File: src/rtl/keypad_menu_ctrl.sv
// keypad_menu_ctrl
//   Converts the debounced 2-key keypad code into single-cycle key events,
//   SELECT long-press detection and (optionally) NEXT auto-repeat. It also
//   maintains the screen index and the menu lock flag.
//
// Ports
//   clk        in   system clock, all logic on posedge
//   rst        in   synchronous active-high reset
//   key_state  in   [1:0] key code: 00 none, 01 NEXT, 10 SELECT (11 -> none)
//   next_p     out  1-cycle pulse, NEXT accepted (press or auto-repeat)
//   sel_p      out  1-cycle pulse, SELECT released before long press
//   long_p     out  1-cycle pulse, SELECT long press reached
//   mode       out  [$clog2(NUM_MODES)-1:0] current screen index
//   locked     out  menu lock; NEXT ignored while set
//
// Configuration
//   KEYPAD_MENU_REPEAT_EN  when defined, a NEXT held past the long-press time
//                          repeats every REPEAT_CYCLES cycles.
module keypad_menu_ctrl #(
  parameter int LONG_PRESS_CYCLES = 50_000_000,
  parameter int REPEAT_CYCLES     = 12_500_000,
  parameter int NUM_MODES         = 4
) (
  input  logic                         clk,
  input  logic                         rst,
  input  logic [1:0]                   key_state,
  output logic                         next_p,
  output logic                         sel_p,
  output logic                         long_p,
  output logic [$clog2(NUM_MODES)-1:0] mode,
  output logic                         locked
);

  localparam int MAXC = (LONG_PRESS_CYCLES > REPEAT_CYCLES) ? LONG_PRESS_CYCLES : REPEAT_CYCLES;
  localparam int CW   = $clog2(MAXC);
  localparam int MW   = $clog2(NUM_MODES);
  localparam logic [CW-1:0] LONG_LAST = CW'(LONG_PRESS_CYCLES - 1);
`ifdef KEYPAD_MENU_REPEAT_EN
  localparam logic [CW-1:0] REP_LAST  = CW'(REPEAT_CYCLES - 1);
`endif
  localparam logic [MW-1:0] MODE_LAST = MW'(NUM_MODES - 1);

  typedef enum logic [1:0] {IDLE, PRESS, HOLD} state_t;

  state_t          state_q, state_d;
  logic [1:0]      k_q, k_d;
  logic            armed_q, armed_d;
  logic            sel_key_q, sel_key_d;
  logic [CW-1:0]   cnt_q, cnt_d;
  logic            next_q, next_d;
  logic            sel_q, sel_d;
  logic            long_q, long_d;
  logic [MW-1:0]   mode_q, mode_d;
  logic            locked_q, locked_d;
  logic [1:0]      held_code;

  function automatic logic [MW-1:0] mode_inc(input logic [MW-1:0] m);
    return (m == MODE_LAST) ? '0 : m + 1'b1;
  endfunction

  // Counter saturates at all-ones rather than wrapping.
  function automatic logic [CW-1:0] sat_inc(input logic [CW-1:0] c);
    return (c == '1) ? c : c + 1'b1;
  endfunction

  assign k_d       = (key_state == 2'b11) ? 2'b00 : key_state;
  assign held_code = sel_key_q ? 2'b10 : 2'b01;

  always_comb begin
    state_d   = state_q;
    sel_key_d = sel_key_q;
    cnt_d     = cnt_q;
    mode_d    = mode_q;
    locked_d  = locked_q;
    next_d    = 1'b0;
    sel_d     = 1'b0;
    long_d    = 1'b0;
    // A key held through reset stays ignored until a released cycle is seen.
    armed_d   = armed_q | (k_q == 2'b00);
    unique case (state_q)
      IDLE: begin
        if (armed_q && (k_q != 2'b00)) begin
          state_d   = PRESS;
          sel_key_d = k_q[1];
          cnt_d     = '0;
          if (!k_q[1] && !locked_q) begin
            next_d = 1'b1;
            mode_d = mode_inc(mode_q);
          end
        end
      end
      PRESS: begin
        if (k_q != held_code) begin
          // Release or direct change to the other key; the new key, if any,
          // is taken as a fresh press from IDLE on the next cycle.
          state_d = IDLE;
          sel_d   = sel_key_q;
        end else if (cnt_q == LONG_LAST) begin
          state_d = HOLD;
          cnt_d   = '0;
          if (sel_key_q) begin
            long_d   = 1'b1;
            locked_d = !locked_q;
          end
        end else begin
          cnt_d = sat_inc(cnt_q);
        end
      end
      HOLD: begin
        if (k_q != held_code) begin
          state_d = IDLE;
        end else begin
`ifdef KEYPAD_MENU_REPEAT_EN
          if (!sel_key_q && !locked_q && (cnt_q == REP_LAST)) begin
            next_d = 1'b1;
            mode_d = mode_inc(mode_q);
            cnt_d  = '0;
          end else begin
            cnt_d = sat_inc(cnt_q);
          end
`else
          cnt_d = sat_inc(cnt_q);
`endif
        end
      end
      default: state_d = IDLE;
    endcase
  end

  // Input register is not reset so a key held through reset is still visible
  // (and therefore not mistaken for a released cycle) right after reset.
  always_ff @(posedge clk) begin
    k_q <= k_d;
  end

  always_ff @(posedge clk) begin
    if (rst) begin
      state_q   <= IDLE;
      armed_q   <= 1'b0;
      sel_key_q <= 1'b0;
      cnt_q     <= '0;
      next_q    <= 1'b0;
      sel_q     <= 1'b0;
      long_q    <= 1'b0;
      mode_q    <= '0;
      locked_q  <= 1'b0;
    end else begin
      state_q   <= state_d;
      armed_q   <= armed_d;
      sel_key_q <= sel_key_d;
      cnt_q     <= cnt_d;
      next_q    <= next_d;
      sel_q     <= sel_d;
      long_q    <= long_d;
      mode_q    <= mode_d;
      locked_q  <= locked_d;
    end
  end

  assign next_p = next_q;
  assign sel_p  = sel_q;
  assign long_p = long_q;
  assign mode   = mode_q;
  assign locked = locked_q;

endmodule

File: config.mk
export PLATFORM = sky130hd
export DESIGN_NAME = keypad_menu_ctrl
export DESIGN_NICKNAME = d
export VERILOG_FILES = /design/src/rtl/keypad_menu_ctrl.sv
export SDC_FILE = /design/constraint.sdc
export NUM_CORES = 1
export LEC_CHECK = 0
export CAP_MARGIN = 25
export CORE_UTILIZATION = 56
export DETAILED_ROUTE_END_ITERATION = 12
export GPL_TIMING_DRIVEN = 0
export PLACE_DENSITY = 0.8
export SYNTH_ARGS = -nofsm -noshare
export SYNTH_HDL_FRONTEND = slang
export SYNTH_SLANG_ARGS = --single-unit
export TNS_END_PERCENT = 50
File: constraint.sdc
create_clock -name clk -period 2.7 [get_ports clk]
set_input_delay 0.54 -clock clk [delete_from_list [all_inputs] [get_ports clk]]
set_output_delay 0.54 -clock clk [all_outputs]
set_load 0.05 [all_outputs]
==> load_flow_metrics.sql <==
INSERT INTO impl_metrics (metric_group, metric, value, unit) VALUES
('clocking', 'cts_inserted_buffers', '5', ''),
('global_routing', 'globalRouteOverflowTotal', '0', ''),
('timing', 'hold_viol', '0', ''),
('timing', 'setup_viol', '0', ''),
('routing', 'viasPerCell', '6.68', ''),
('timing', 'maxSlewHeadroom', '60.8', '%'),
('layout', 'final-seq-area', '761', 'um^2'),
('synth', 'yosys_most_used_dff', 'dfxtp_1', ''),
('setup_path', 'worst_endpoint_required_time', '2.88', 'ns'),
('routing', 'ant_nets', '0', ''),
('synth', 'syn_area_per_cell', '8.53', 'um^2'),
('setup_path', 'crit_path_end_kind', 'flop', ''),
('routing', 'firstDrtPassIters', '5', ''),
('clocking', 'ctsHtreeMaxLevel', '2', ''),
('timing', 'fin_crit_period', '2.50', 'ns'),
('floorplanning', 'core_region_area', '3800', 'um^2'),
('synth', 'yosys_warn_count', '0', ''),
('routing', 'wl_per_cell', '16.9', 'um'),
('layout', 'area_delta_synth_final', '12.8', '%'),
('setup_path', 'critical_path_arrival', '2.68', 'ns'),
('pwr', 'worst_ir_drop_vdd', '0.000345', 'V'),
('worst_hold_path', 'min_path_type', 'flop to flop', ''),
('synth', 'post_synth_inst_count', '271', ''),
('synth', 'synth_commonest_cells', 'dfxtp_1 (38), a21oi_1 (23), nand2_1 (22), nand3_1 (22), or4_1 (15)', ''),
('floorplanning', 'top_level_ports', '10', ''),
('synth', 'synthSimpleGateAreaFrac', '36.1', '%'),
('clocking', 'clockRootBuffer', 'clkbuf_8', ''),
('pwr', 'pwr_density_cell', '491', 'nW/um^2'),
('timing', 'rsz0062_at_grt', 'false', ''),
('timing', 'timing.hold.ws', '0.513', 'ns'),
('synth', 'synth-xor-area-share', '0.379', '%'),
('synth', 'yosys-top-cells-area', 'dfxtp_1 (33%), a21oi_1 (5.0%), or4_1 (4.9%)', ''),
('clocking', 'cts.reportedPaths.clkPinSlew', '0.08', 'ns'),
('floorplanning', 'die_height', '66.2', 'um'),
('global_routing', 'grtUsageTotal', '28.4', '%'),
('clocking', 'cts_num_sinks', '38', ''),
('timing', 'worst_pin_slew', '0.580', 'ns'),
('synth', 'synth.top_cell.area_share', '32.9', '%'),
('synth', 'synth_edf_count', '0', ''),
('synth', 'synth-adder-area-share', '3.25', '%'),
('synth', 'ys_types', '58', ''),
('floorplanning', 'horizontal_die_dimension', '66.2', 'um'),
('synth', 'yosysMostFrequentCell', 'dfxtp_1', ''),
('synth', 'synth_compound_area_share', '22.1', '%'),
('layout', 'final_net_count', '297', ''),
('layout', 'drive_above_1_share', '12.2', '%'),
('place', 'numPortBuffers', '9', ''),
('timing', 'timing_max_transition_violations_final', '0', ''),
('pwr', 'static-leakage-power', '0.827', 'nW'),
('synth', 'synth.cell_area', '2310', 'um^2'),
('layout', 'filler_cell_count', '315', ''),
('place', 'gpl.final_weighted_congestion', '0.929', ''),
('timing', 'worst_clock_skew', '0.00444', 'ns'),
('timing', 'fin_crit_sh', '92.7', '%'),
('clocking', 'clk_latency', '0.30', 'ns'),
('setup_path', 'cpPeakStageDelay', '0.47', 'ns'),
('place', 'dpl.hpwl', '4050', 'um'),
('setup_path', 'critical_path.cell_chain', 'ha_1 -> and4_1 -> nand4_2 -> o211ai_2 -> a21o_2 -> buf_4 -> a21oi_1', ''),
('timing', 'fmax', '0.400', 'GHz'),
('synth', 'cell_type_with_the_highest_aggregate_area_in_the_netlist', 'dfxtp_1', ''),
('floorplanning', 'die-area', '4390', 'um^2'),
('clocking', 'tritoncts_clock_tree', 'built', ''),
('global_routing', 'via_count_of_the_first_global_routing_pass', '2020', ''),
('synth', 'syn_nets', '281', ''),
('floorplanning', 'start_util', '60.8', '%'),
('status', 'status', 'finished clean', ''),
('setup_path', 'start_kind', 'flop', ''),
('routing', 'wl', '5690', 'um'),
('layout', 'n_antenna_cell', '0', ''),
('floorplanning', 'rows', '22', ''),
('flow_run', 'cap_violations', '0', '');
-- per-stage QoR --
step	setup slack [ns]	std cells	power, mW	utilization (%)	area, um^2
3_5_place_dp	0.165	328	0.708	64.8	2460
6_report	0.198	336	1.28	68.6	2610
5_1_grt	0.0587	336	1.32	68.6	2610
3_3_place_gp	0.241	328	0.706	64.8	2460
2_1_floorplan	0.610	271	0.669	-	2310
4_1_cts	0.146	336	1.28	68.4	2600
-- where the power goes --
| part | switching [mW] | total (mW) | internal, mW |
|---|---|---|---|
| Combinational | 0.0798 | 0.118 | 0.0381 |
| Sequential | 0.0111 | 0.580 | 0.569 |
| Clock | 0.213 | 0.583 | 0.370 |
-- metal layers --
metal	vias to the layer above	wire length [um]	GRT usage [%]
li1	1092	-	-
met1	1054	2630	38.0
met2	84	2600	45.9
met3	13	368	5.17
met4	0	91	8.78
met5	-	0	0
-- worst max-delay path, delay by kind of cell (launching register included) --
kind | cells | cell delay (ns)
AOI/OAI and AO/OA | 3 | 0.86
and+or+nand+nor | 2 | 0.58
DFF | 1 | 0.45
adders and majority gates | 1 | 0.27
buffers and inverters | 1 | 0.22
-- worst paths after layout --
kind                                 from   endpoint  slack (ns)  cells past startpoint
worst min-delay path            cnt_q[20]  cnt_q[20]        0.51                      2
worst max register to register   cnt_q[0]   cnt_q[2]        0.20                      7
worst min register to register  cnt_q[20]  cnt_q[20]        0.51                      2
worst max-delay path             cnt_q[0]   cnt_q[2]        0.20                      7
-- state kept, by name (all words and copies together), names as in the netlist --
| name | flops |
|---|---|
| armed_q | 1 |
| cnt_q | 26 |
| k_q | 2 |
| locked | 1 |
| long_p | 1 |
| mode | 2 |
| next_p | 1 |
| sel_key_q | 1 |
| sel_p | 1 |
| state_q | 2 |
-- cell type report --
type	instances	share of cell area (%)
sequential	38	29.2
multi-input combinational	212	55.5
inverter	9	1.30
clock buffer	5	2.64
timing repair buffer	9	3.45
clock inverter	3	2.64
buffer	12	3.02
tap	48	2.30
-- placed cells by master (no fill, tap or decap), types with 3 or more instances in the layout --
| master | instances |
|---|---|
| and4_1 | 4 |
| and3_1 | 3 |
| o211ai_1 | 6 |
| o21ai_1 | 4 |
| a211oi_1 | 3 |
| or4_1 | 15 |
| buf_6 | 3 |
| clkbuf_1 | 4 |
| nor2_1 | 13 |
| clkbuf_8 | 5 |
| nor4_1 | 3 |
| a31oi_1 | 3 |
| nand3_1 | 22 |
| nand2_1 | 22 |
| inv_1 | 9 |
| nand4_1 | 6 |
| a32oi_1 | 3 |
| a21oi_1 | 23 |
| o31ai_1 | 13 |
| ha_1 | 6 |
| nor3_1 | 5 |
| or3_1 | 4 |
| and2_1 | 7 |
| nand4b_1 | 3 |
| clkdlybuf4s50_1 | 9 |
| nor2b_1 | 5 |
| dfxtp_1 | 38 |
-- cells by family after synthesis --
logic type	Yosys count
compound gates	73
xor+xnor	1
fa+ha+maj	6
buf+inv	21
flops	38
mux	1
simple gates	131
-- what timing repair did --
item,in CTS,in global routing
hold buffers,0,0
setup endpoints to repair,0,2
setup buffers,0,0
resized for setup,0,3
Note: power is estimated with default switching activity, not from simulation.
